===== src/rtl/cu_pkg.sv =====
// Shared types and instruction-field positions for the processor control unit.
package cu_pkg;

  localparam int IR_W     = 16;
  localparam int OP_MSB   = 15;
  localparam int OP_LSB   = 12;
  localparam int RD_MSB   = 11;
  localparam int RD_LSB   = 8;
  localparam int RB_MSB   = 7;
  localparam int RB_LSB   = 4;
  localparam int RC_MSB   = 3;
  localparam int RC_LSB   = 0;
  localparam int ADDR_MSB = 7;
  localparam int ADDR_LSB = 0;

  localparam logic [2:0] ALU_PASS = 3'b000;
  localparam logic [2:0] ALU_ADD  = 3'b001;
  localparam logic [2:0] ALU_SUB  = 3'b010;

  typedef enum logic [3:0] {
    OP_NOOP  = 4'd0,
    OP_STORE = 4'd1,
    OP_LOAD  = 4'd2,
    OP_ADD   = 4'd3,
    OP_SUB   = 4'd4,
    OP_HALT  = 4'd5
  } op_t;

  typedef enum logic [3:0] {
    S_INIT   = 4'd0,
    S_FETCH  = 4'd1,
    S_DECODE = 4'd2,
    S_NOOP   = 4'd3,
    S_STORE  = 4'd4,
    S_LOAD_A = 4'd5,
    S_LOAD_B = 4'd6,
    S_ADD    = 4'd7,
    S_SUB    = 4'd8,
    S_HALT   = 4'd9,
    S_WAIT   = 4'd10
  } state_t;

  // Unused opcodes 6..F fall through to NOOP.
  function automatic state_t exec_state(input logic [IR_W-1:0] ir);
    state_t s;
    case (op_t'(ir[OP_MSB:OP_LSB]))
      OP_STORE: s = S_STORE;
      OP_LOAD:  s = S_LOAD_A;
      OP_ADD:   s = S_ADD;
      OP_SUB:   s = S_SUB;
      OP_HALT:  s = S_HALT;
      default:  s = S_NOOP;
    endcase
    return s;
  endfunction

endpackage


===== src/rtl/pc_counter.sv =====
// Program counter: async active-low clear, synchronous increment, wraps silently.
module pc_counter #(
  parameter int W = 7
) (
  input  logic         clk_sys,
  input  logic         rst_b,
  input  logic         inc,
  output logic [W-1:0] pc
);

  always_ff @(posedge clk_sys or negedge rst_b) begin
    if (!rst_b)   pc <= '0;
    else if (inc) pc <= pc + W'(1);
  end

endmodule


===== src/rtl/control_unit.sv =====
// Multi-cycle fetch/decode/execute controller with registered Moore outputs.
// Optional single-step mode when CU_STEP_EN is defined (adds Step input and WAIT state).
//
// state  | meaning
// INIT   | first cycle after reset release
// FETCH  | PC presented to instruction ROM
// DECODE | ROM data captured into IR, PC advanced
// NOOP   | no operation (also opcodes 6..F)
// STORE  | mem[IR[7:0]] <= R[IR[11:8]]
// LOAD_A | data-memory read issued
// LOAD_B | read data written back to R[IR[11:8]]
// ADD    | R[d] <= R[b] + R[c]
// SUB    | R[d] <= R[b] - R[c]
// HALT   | terminal until reset
// WAIT   | step mode only: idle until a Step edge
module control_unit
  import cu_pkg::*;
#(
  parameter int PC_W = 7,
  parameter int DA_W = 8,
  parameter int RA_W = 4
) (
  input  logic            Clk,
  input  logic            ResetN,
`ifdef CU_STEP_EN
  input  logic            Step,
`endif
  input  logic [IR_W-1:0] IR_Data,
  output logic [PC_W-1:0] PC_Addr,
  output logic [DA_W-1:0] D_Addr,
  output logic            D_Wr,
  output logic            RF_s,
  output logic [RA_W-1:0] RF_W_addr,
  output logic            RF_W_en,
  output logic [RA_W-1:0] RF_Ra_addr,
  output logic [RA_W-1:0] RF_Rb_addr,
  output logic [2:0]      ALU_s0,
  output logic [3:0]      State
);

  state_t          state_q, state_d;
  logic [IR_W-1:0] ir_q, ir_d;
  logic            pc_inc;

  assign ir_d   = (state_q == S_DECODE) ? IR_Data : ir_q;
  assign pc_inc = (state_q == S_DECODE);
  assign State  = state_q;

  pc_counter #(.W(PC_W)) u_pc (
    .clk_sys (Clk),
    .rst_b   (ResetN),
    .inc     (pc_inc),
    .pc      (PC_Addr)
  );

`ifdef CU_STEP_EN
  logic step_q, step_pend, step_go;
  assign step_go = (Step & ~step_q) | step_pend;

  // An edge seen mid-instruction is remembered until the next WAIT.
  always_ff @(posedge Clk or negedge ResetN) begin
    if (!ResetN) begin
      step_q    <= 1'b0;
      step_pend <= 1'b0;
    end else begin
      step_q <= Step;
      if (state_q == S_WAIT && step_go) step_pend <= 1'b0;
      else if (Step & ~step_q)          step_pend <= 1'b1;
    end
  end

  localparam state_t S_DONE = S_WAIT;
`else
  localparam state_t S_DONE = S_FETCH;
`endif

  always_comb begin
    state_d = state_q;
    case (state_q)
      S_INIT:   state_d = S_FETCH;
      S_FETCH:  state_d = S_DECODE;
      S_DECODE: state_d = exec_state(IR_Data);
      S_LOAD_A: state_d = S_LOAD_B;
      S_NOOP, S_STORE, S_LOAD_B, S_ADD, S_SUB: state_d = S_DONE;
`ifdef CU_STEP_EN
      S_WAIT:   if (step_go) state_d = S_FETCH;
`endif
      S_HALT:   state_d = S_HALT;
      default:  state_d = S_INIT;
    endcase
  end

  // Outputs are registered from the next state and next IR so they line up with State.
  always_ff @(posedge Clk or negedge ResetN) begin
    if (!ResetN) begin
      state_q    <= S_INIT;
      ir_q       <= '0;
      D_Addr     <= '0;
      D_Wr       <= 1'b0;
      RF_s       <= 1'b0;
      RF_W_addr  <= '0;
      RF_W_en    <= 1'b0;
      RF_Ra_addr <= '0;
      RF_Rb_addr <= '0;
      ALU_s0     <= ALU_PASS;
    end else begin
      state_q    <= state_d;
      ir_q       <= ir_d;
      D_Addr     <= '0;
      D_Wr       <= 1'b0;
      RF_s       <= 1'b0;
      RF_W_addr  <= '0;
      RF_W_en    <= 1'b0;
      RF_Ra_addr <= '0;
      RF_Rb_addr <= '0;
      ALU_s0     <= ALU_PASS;
      case (state_d)
        S_STORE: begin
          D_Wr       <= 1'b1;
          D_Addr     <= DA_W'(ir_d[ADDR_MSB:ADDR_LSB]);
          RF_Ra_addr <= RA_W'(ir_d[RD_MSB:RD_LSB]);
        end
        S_LOAD_A: D_Addr <= DA_W'(ir_d[ADDR_MSB:ADDR_LSB]);
        S_LOAD_B: begin
          D_Addr    <= DA_W'(ir_d[ADDR_MSB:ADDR_LSB]);
          RF_s      <= 1'b1;
          RF_W_en   <= 1'b1;
          RF_W_addr <= RA_W'(ir_d[RD_MSB:RD_LSB]);
        end
        S_ADD, S_SUB: begin
          RF_Ra_addr <= RA_W'(ir_d[RB_MSB:RB_LSB]);
          RF_Rb_addr <= RA_W'(ir_d[RC_MSB:RC_LSB]);
          ALU_s0     <= (state_d == S_ADD) ? ALU_ADD : ALU_SUB;
          RF_W_en    <= 1'b1;
          RF_W_addr  <= RA_W'(ir_d[RD_MSB:RD_LSB]);
        end
        default: ;
      endcase
    end
  end

endmodule


===== config.mk =====
export PLATFORM = sky130hd
export DESIGN_NAME = control_unit
export DESIGN_NICKNAME = d
export VERILOG_FILES = /design/src/rtl/cu_pkg.sv /design/src/rtl/pc_counter.sv /design/src/rtl/control_unit.sv
export SDC_FILE = /design/constraint.sdc
export NUM_CORES = 1
export LEC_CHECK = 0
export ABC_AREA = 1
export CORE_ASPECT_RATIO = 1.2
export CORE_MARGIN = 3
export CORE_UTILIZATION = 40
export CTS_CLUSTER_SIZE = 10
export DETAILED_ROUTE_END_ITERATION = 6
export GPL_TIMING_DRIVEN = 1
export PLACE_DENSITY = 0.69
export SLEW_MARGIN = 20
export SYNTH_ARGS = -nofsm -noshare
export SYNTH_HDL_FRONTEND = slang
export SYNTH_SLANG_ARGS = --single-unit

===== constraint.sdc =====
create_clock -name Clk -period 1.84 [get_ports Clk]
set_input_delay 0.184 -clock Clk [delete_from_list [all_inputs] [get_ports Clk]]
set_output_delay 0.184 -clock Clk [all_outputs]
set_load 0.03 [all_outputs]

==> results of run 1 <==
==> stage by stage <==
stage	setup WS, ns	std cells	area, µm²	util
after floorplan	0.329	188	1930	-
after global placement	0.126	298	2530	0.546
after detailed placement	0.0963	298	2530	0.546
after CTS	0.185	307	2650	0.572
after global routing	0.00654	307	2650	0.572
final	0.235	307	2650	0.572
==> logic make-up (layout without fill, tap and decap cells) <==
family | after synthesis | in the layout | share of synthesized area
compound gates | 13 | 13 | 0.0474
xor+xnor | 6 | 6 | 0.0273
fa+ha+maj | 1 | 1 | 0.00649
buf+inv | 33 | 94 | 0.0727
flops | 48 | 48 | 0.623
other cells | 1 | 1 | 0.00195
simple gates | 86 | 86 | 0.221
==> layout make-up <==
type | count | share of cell area
flip-flops and latches | 48 | 0.454
multi-input cells | 107 | 0.221
repair buffers | 57 | 0.216
inverters | 29 | 0.0411
clock buffers | 6 | 0.0274
well taps | 58 | 0.0274
clock inverters | 2 | 0.0132
==> cells in the final DEF (no fill, tap or decap), types with 3 or more instances in the layout <==
cell,count
or2_2,8
clkdlybuf4s50_1,52
nand3_1,9
nand2_2,3
clkbuf_8,5
dfrtp_1,48
nor2_1,16
o21ai_0,8
xor2_1,5
inv_2,5
nor2_2,3
inv_1,24
nand2_1,38
nand3_2,3
==> worst max-delay path, stage by stage (launching register included) <==
cell,delay [ns]
dfrtp_1,0.41
inv_2,0.06
nor2_2,0.11
nand2_2,0.08
inv_1,0.33
nand2_2,0.13
nand3_2,0.14
nand3_2,0.13
nand2_1,0.09
inv_1,0.03
==> cells in the mapped netlist (all sizes together) <==
library cell | instances | area (µm²)
dfrtp | 48 | 1200
nand2 | 43 | 184
inv | 29 | 109
nor2 | 21 | 101
nand3 | 12 | 75.1
o21ai | 10 | 72.6
or2 | 8 | 50.1
xor2 | 5 | 43.8
buf | 4 | 31.3
a21oi | 3 | 18.8
nor3 | 2 | 15.0
conb | 1 | 3.75
ha | 1 | 12.5
xnor2 | 1 | 8.76
==> registers in the layout, summed over array words and instances, names as in the netlist <==
signal,cells
u_pc.pc,7
RF_Ra_addr,4
RF_W_addr,4
D_Wr,1
ALU_s0,2
D_Addr,8
RF_s,1
ir_q,12
RF_W_en,1
State,4
RF_Rb_addr,4
==> routing by layer <==
layer	share of wire	global-route usage	up-vias
li1	-	-	684
met1	0.43	0.163	628
met3	0.044	0.0428	7
met4	0.017	0.0586	0
met5	0	0	-
met2	0.51	0.259	33
==> path summary, 6_finish.rpt <==
| kind | cells after the start | slack (ns) | start | to |
|---|---|---|---|---|
| worst max-delay path | 9 | 0.24 | State[1] | RF_W_addr[2] |
| worst min-delay path | 3 | 0.39 | ResetN | RF_Rb_addr[1] |
| worst max register to register | 9 | 0.24 | State[1] | RF_W_addr[2] |
| worst min register to register | 1 | 0.47 | u_pc.pc[6] | u_pc.pc[6] |
| max in group asynchronous | 3 | 1.24 | ResetN | ir_q[3] |
| min in group Clk | 1 | 0.47 | u_pc.pc[6] | u_pc.pc[6] |
==> power groups by stage <==
stage	Clock (mW)	Combinational [mW]	Sequential, mW
global placement	0	1.46	1.47
detailed placement	0	1.48	1.48
finish	0.737	1.47	1.46
floorplan	0	0.727	1.73
global route	0.803	1.64	1.50
CTS	0.761	1.49	1.46
==> what timing repair did <==
| action | in CTS | in global routing |
|---|---|---|
| hold buffers | 1 | 0 |
| endpoints found under the setup margin | 0 | 0 |
| endpoints found under the hold margin | 48 | 0 |
==> impl_results.md, run 1 <==
- Power per Cell Area: 1380 nW/µm²
- Area taken by multi-input logic gates: slightly below 600 µm²
- Initial Util: 0.416
- Filler cells: between 400 and 500
- Post-route ant nets: 0
- Netlist cell types: 25
- Total grt overflow: 0
- DR vias/cell: approximately 4.4
- Max Freq: 623 MHz
- CP Data Arrival Time: between 1.5 and 2 ns
- Synthesized flop and latch total: 48
- TritonRoute pass-1 iters: 4
- Critical Path Sink Type: flop
- Comb pwr share: 0.401
- CTS H-Tree Depth: 2
- Flop pwr share: 0.398
- Synth Area per Inst: about 10 µm²
- Setup TNS Final: 0 ns
- TritonCTS Buffers: 5
- Hold WS: between 0.3 and 0.4 ns
- Io pins: 55
- Max-slew violations: 0
- CP max FO: 14
- VDD IR-drop max: between 0.6 and 0.7 mV
- Post-CTS setup buffers: 0
- CTS sink cnt: 48
- Worst endpoint required time: between 2 and 2.5 ns
- DRT iter0 DRCs: 50
- CTS resizes: 0
- Drt wl/cell: about 12 µm
- Period minus WS final: ~1.6 ns
- Total Power: roughly 3.7 mW
- Global-route wire length before repair: between 6 and 7 mm
- # DRC: 0
- CTS Buffer Depth: 2
- Mapped Area: roughly 1900 µm²
- Inserted Diodes: 0
- Int Pwr: around 2.3 mW
- Worst Skew: about 0.003 ns
- Fin crit share: 0.872
- Crit Path Class: reg2reg
- Die Area: ~5700 µm²
- P&R area growth vs syn: 37.3%
- Number of hold violations in the final report: 0
- DPL Wire Length: 2.69 mm
- Post-layout nets: between 200 and 300
- Largest net degree at the start of global routing: just under 50
- Clock Tree Root: clkbuf_8
- P_leak: around 1.3 nW
- Final setup fails: 0
- CP Launch Type: flop
- PortBufs: 53
- Synth Instances: around 190
- Gr usage total: 0.145
- RD Place Congestion: between 0.7 and 0.8
- Total number of vias: approximately 1400
- Clock network fraction of total power: 0.201
- Max Cap Violations: 0
- Sequential area share after synthesis: 0.623
- Die Span Y: just over 80 µm
- RSZ-0062 raised after global routing: no
- Post-synth net total: between 200 and 250
- Worst-Skew Late Latency: 0.29 ns
- Seq. cell area: around 1200 µm²
- Yosys warns: 0
- Sw Pwr: 1.39 mW
- Net Sw Frac: 0.379
- Vias in the first global route: ~1400
- Chip Width: 69.4 µm
- Core Region: around 4600 µm²
- Antenna violations before repair: 0
- Post-Route WL: about 3.6 mm
- Number of core rows: 27
- CTS tree: done
- Layout cells sized above 1: 0.165
- Worst hold path type: in2async
- Reg clk slew, reported paths: around 0.08 ns
- Status: complete, no violations
No activity file was read; power rests on OpenSTA's default activity.
==> inputs of run 2 (changes only) <==
--- a/config.mk
+++ b/config.mk
@@ -6,7 +6,6 @@
 export NUM_CORES = 1
 export LEC_CHECK = 0
 export ABC_AREA = 1
-export CORE_ASPECT_RATIO = 1.2
 export CORE_MARGIN = 3
 export CORE_UTILIZATION = 40
 export CTS_CLUSTER_SIZE = 10
==> impl_results.md, run 2 (synthesized netlist as in run 1, its figures left out) <==
- CTS sink cnt: 48 (unchanged)
- VDD IR-drop max: 0.482 mV (-21%)
- Total Power: 3.72 mW (+1.4%)
- Period minus WS final: 1.62 ns (+0.0190 ns)
- Number of hold violations in the final report: 0 (unchanged)
- Worst hold path type: in2async
- Setup TNS Final: 0 ns (unchanged)
- Critical Path Sink Type: flop
- Max Cap Violations: 0 (unchanged)
- Pre-CTS WS: 0.0852 ns (-0.0111 ns)
- Max Freq: 616 MHz (-1.2%)
- Placed instance count: 293 (-1.7%)
- Die Area: 5690 µm² (about the same)
- Finished Core Util: 0.588 (+0.0160)
- Post-layout nets: 268 (+0.37%)
- Largest net degree at the start of global routing: 25 (-49%)
- Final setup fails: 0 (unchanged)
- Max reg flops: 12 (unchanged)
- CP Launch Type: flop
- Finished Cell Area: 2650 µm² (about the same)
- Layout cells sized above 1: 0.172 (+0.00734)
- Total number of vias: 1375 (+1.7%)
- Post-CTS setup buffers: 0 (unchanged)
- RSZ-0062 raised after global routing: no
- Die Span Y: 75.4 µm (-8.1%)
- CP Data Arrival Time: 1.83 ns (+0.03 ns)
- Slack of the critical path: 0.216 ns (-0.0190 ns)
- Worst endpoint required time: 2.04 ns (about the same)
- Dpl cell area: 2520 µm² (-0.50%)
- Io pins: 55 (unchanged)
- Finished Layout Cells: 302 (-1.6%)
- Status: complete, no violations
- Biggest register: ir_q
- Max-slew violations: 0 (unchanged)
- Filler cells: 407 (-3.3%)
- Worst setup endpoint: RF_W_addr[2]
- Antenna violations before repair: 0 (unchanged)
- DRT iter0 DRCs: 36 (-28%)
- Worst Skew: 0.00684 ns (+0.00376 ns)
- Crit Path Class: reg2reg
- R2R cell count: 9 (unchanged)
- DPL Wire Length: 2.83 mm (+5.3%)
- R2R Path End: RF_W_addr[2]
- Global-route wire length before repair: 5.97 mm (-6.0%)
- Post-Route WL: 3.67 mm (+0.63%)
- Core Region: 4500 µm² (-2.7%)
- TritonRoute pass-1 iters: 4 (unchanged)
- Drt wl/cell: 12.2 µm (+2.3%)
- Hold WS: 0.384 ns (-0.00429 ns)
- Initial Util: 0.428 (+0.0114)
- P_leak: 1.32 nW (+0.49%)
- CTS tree: done
- RD Place Congestion: 0.736 (-3.5%)
- Vias in the first global route: 1324 (-8.1%)
- CTS resizes: 0 (unchanged)
- Worst-Skew Late Latency: 0.30 ns (about the same)
- Total grt overflow: 0 (unchanged)
- Inserted Diodes: 0 (unchanged)
- PortBufs: 53 (unchanged)
- # DRC: 0 (unchanged)
- Power per Cell Area: 1400 nW/µm² (+1.4%)
- Chip Width: 75.4 µm (+8.7%)
- Reg clk slew, reported paths: 0.09 ns (about the same)
- RR Startpoint: State[1]
- Post-route ant nets: 0 (unchanged)
- Number of core rows: 24 (-11%)
- Reg2Reg Setup Slack: 0.22 ns (-0.02 ns)
- Gr usage total: 0.143 (-0.00206)
- Most frequent cells in the layout: clkdlybuf4s50_1, dfrtp_1, nand2_1, inv_1, nor2_1
- CTS H-Tree Depth: 2 (unchanged)
- TritonCTS Buffers: 5 (unchanged)
- Crit path from: State[1]
- Commonest non-fill, non-tap cell in the layout: clkdlybuf4s50_1
- CP max FO: 14 (unchanged)
- Fin crit share: 0.882 (+0.0103)
- DR vias/cell: 4.55 (+3.4%)
- CTS Buffer Depth: 2 (unchanged)
- Largest registers: ir_q (12), D_Addr (8), u_pc.pc (7)
- Clock Tree Root: clkbuf_8
- P&R area growth vs syn: 37.4% (about the same)
[run 2: layer usage]
| layer | GRT usage | wire length [µm] | part of all wire | vias to the layer above |
|---|---|---|---|---|
| met5 | 0 | 0 | 0 | - |
| met4 | 0.0738 | 65 | 0.018 | 0 |
| met3 | 0.0396 | 234 | 0.064 | 6 |
| met2 | 0.230 | 1780 | 0.49 | 41 |
| met1 | 0.175 | 1590 | 0.43 | 640 |
| li1 | - | - | - | 688 |
[run 2: final cells by class]
type,count,area [µm²],share of cell area
Clock inverter,2,38.8,0.0147
Clock buffer,6,82.6,0.0312
Inverter,29,109,0.0411
Timing Repair Buffer,58,566,0.214
Tap cell,52,65.1,0.0246
Sequential cell,48,1200,0.454
Multi-Input combinational cell,107,586,0.221
[run 2: timing repair]
item                       4_1_cts  5_1_grt
hold endpoints to repair        22        0
setup endpoints to repair        0        0
hold buffers                     1        0
[run 2: power breakdown]
group          total (mW)  internal [mW]  switching, mW
clock               0.788          0.444          0.344
sequential           1.46           1.32          0.136
combinational        1.47          0.548          0.923
[run 2: critical path: stages, from the launching register on]
cell     delay, ns
dfrtp_1       0.42
inv_2         0.06
nor2_2        0.11
nand2_2       0.07
inv_1         0.32
nand2_2       0.13
nand3_2       0.14
nand3_2       0.15
nand2_1       0.09
inv_1         0.04
[run 2: worst min-delay path by stage]
stage          startpoint       endpoint  slack (ns)  cells after the start
2_1_floorplan      ResetN      ALU_s0[0]       -0.11                      0
3_3_place_gp       ResetN     u_pc.pc[2]        0.18                      1
3_5_place_dp       ResetN     u_pc.pc[2]        0.19                      1
4_1_cts            ResetN      D_Addr[2]        0.39                      2
5_1_grt            ResetN      D_Addr[2]        0.43                      2
6_report           ResetN  RF_Ra_addr[3]        0.38                      2
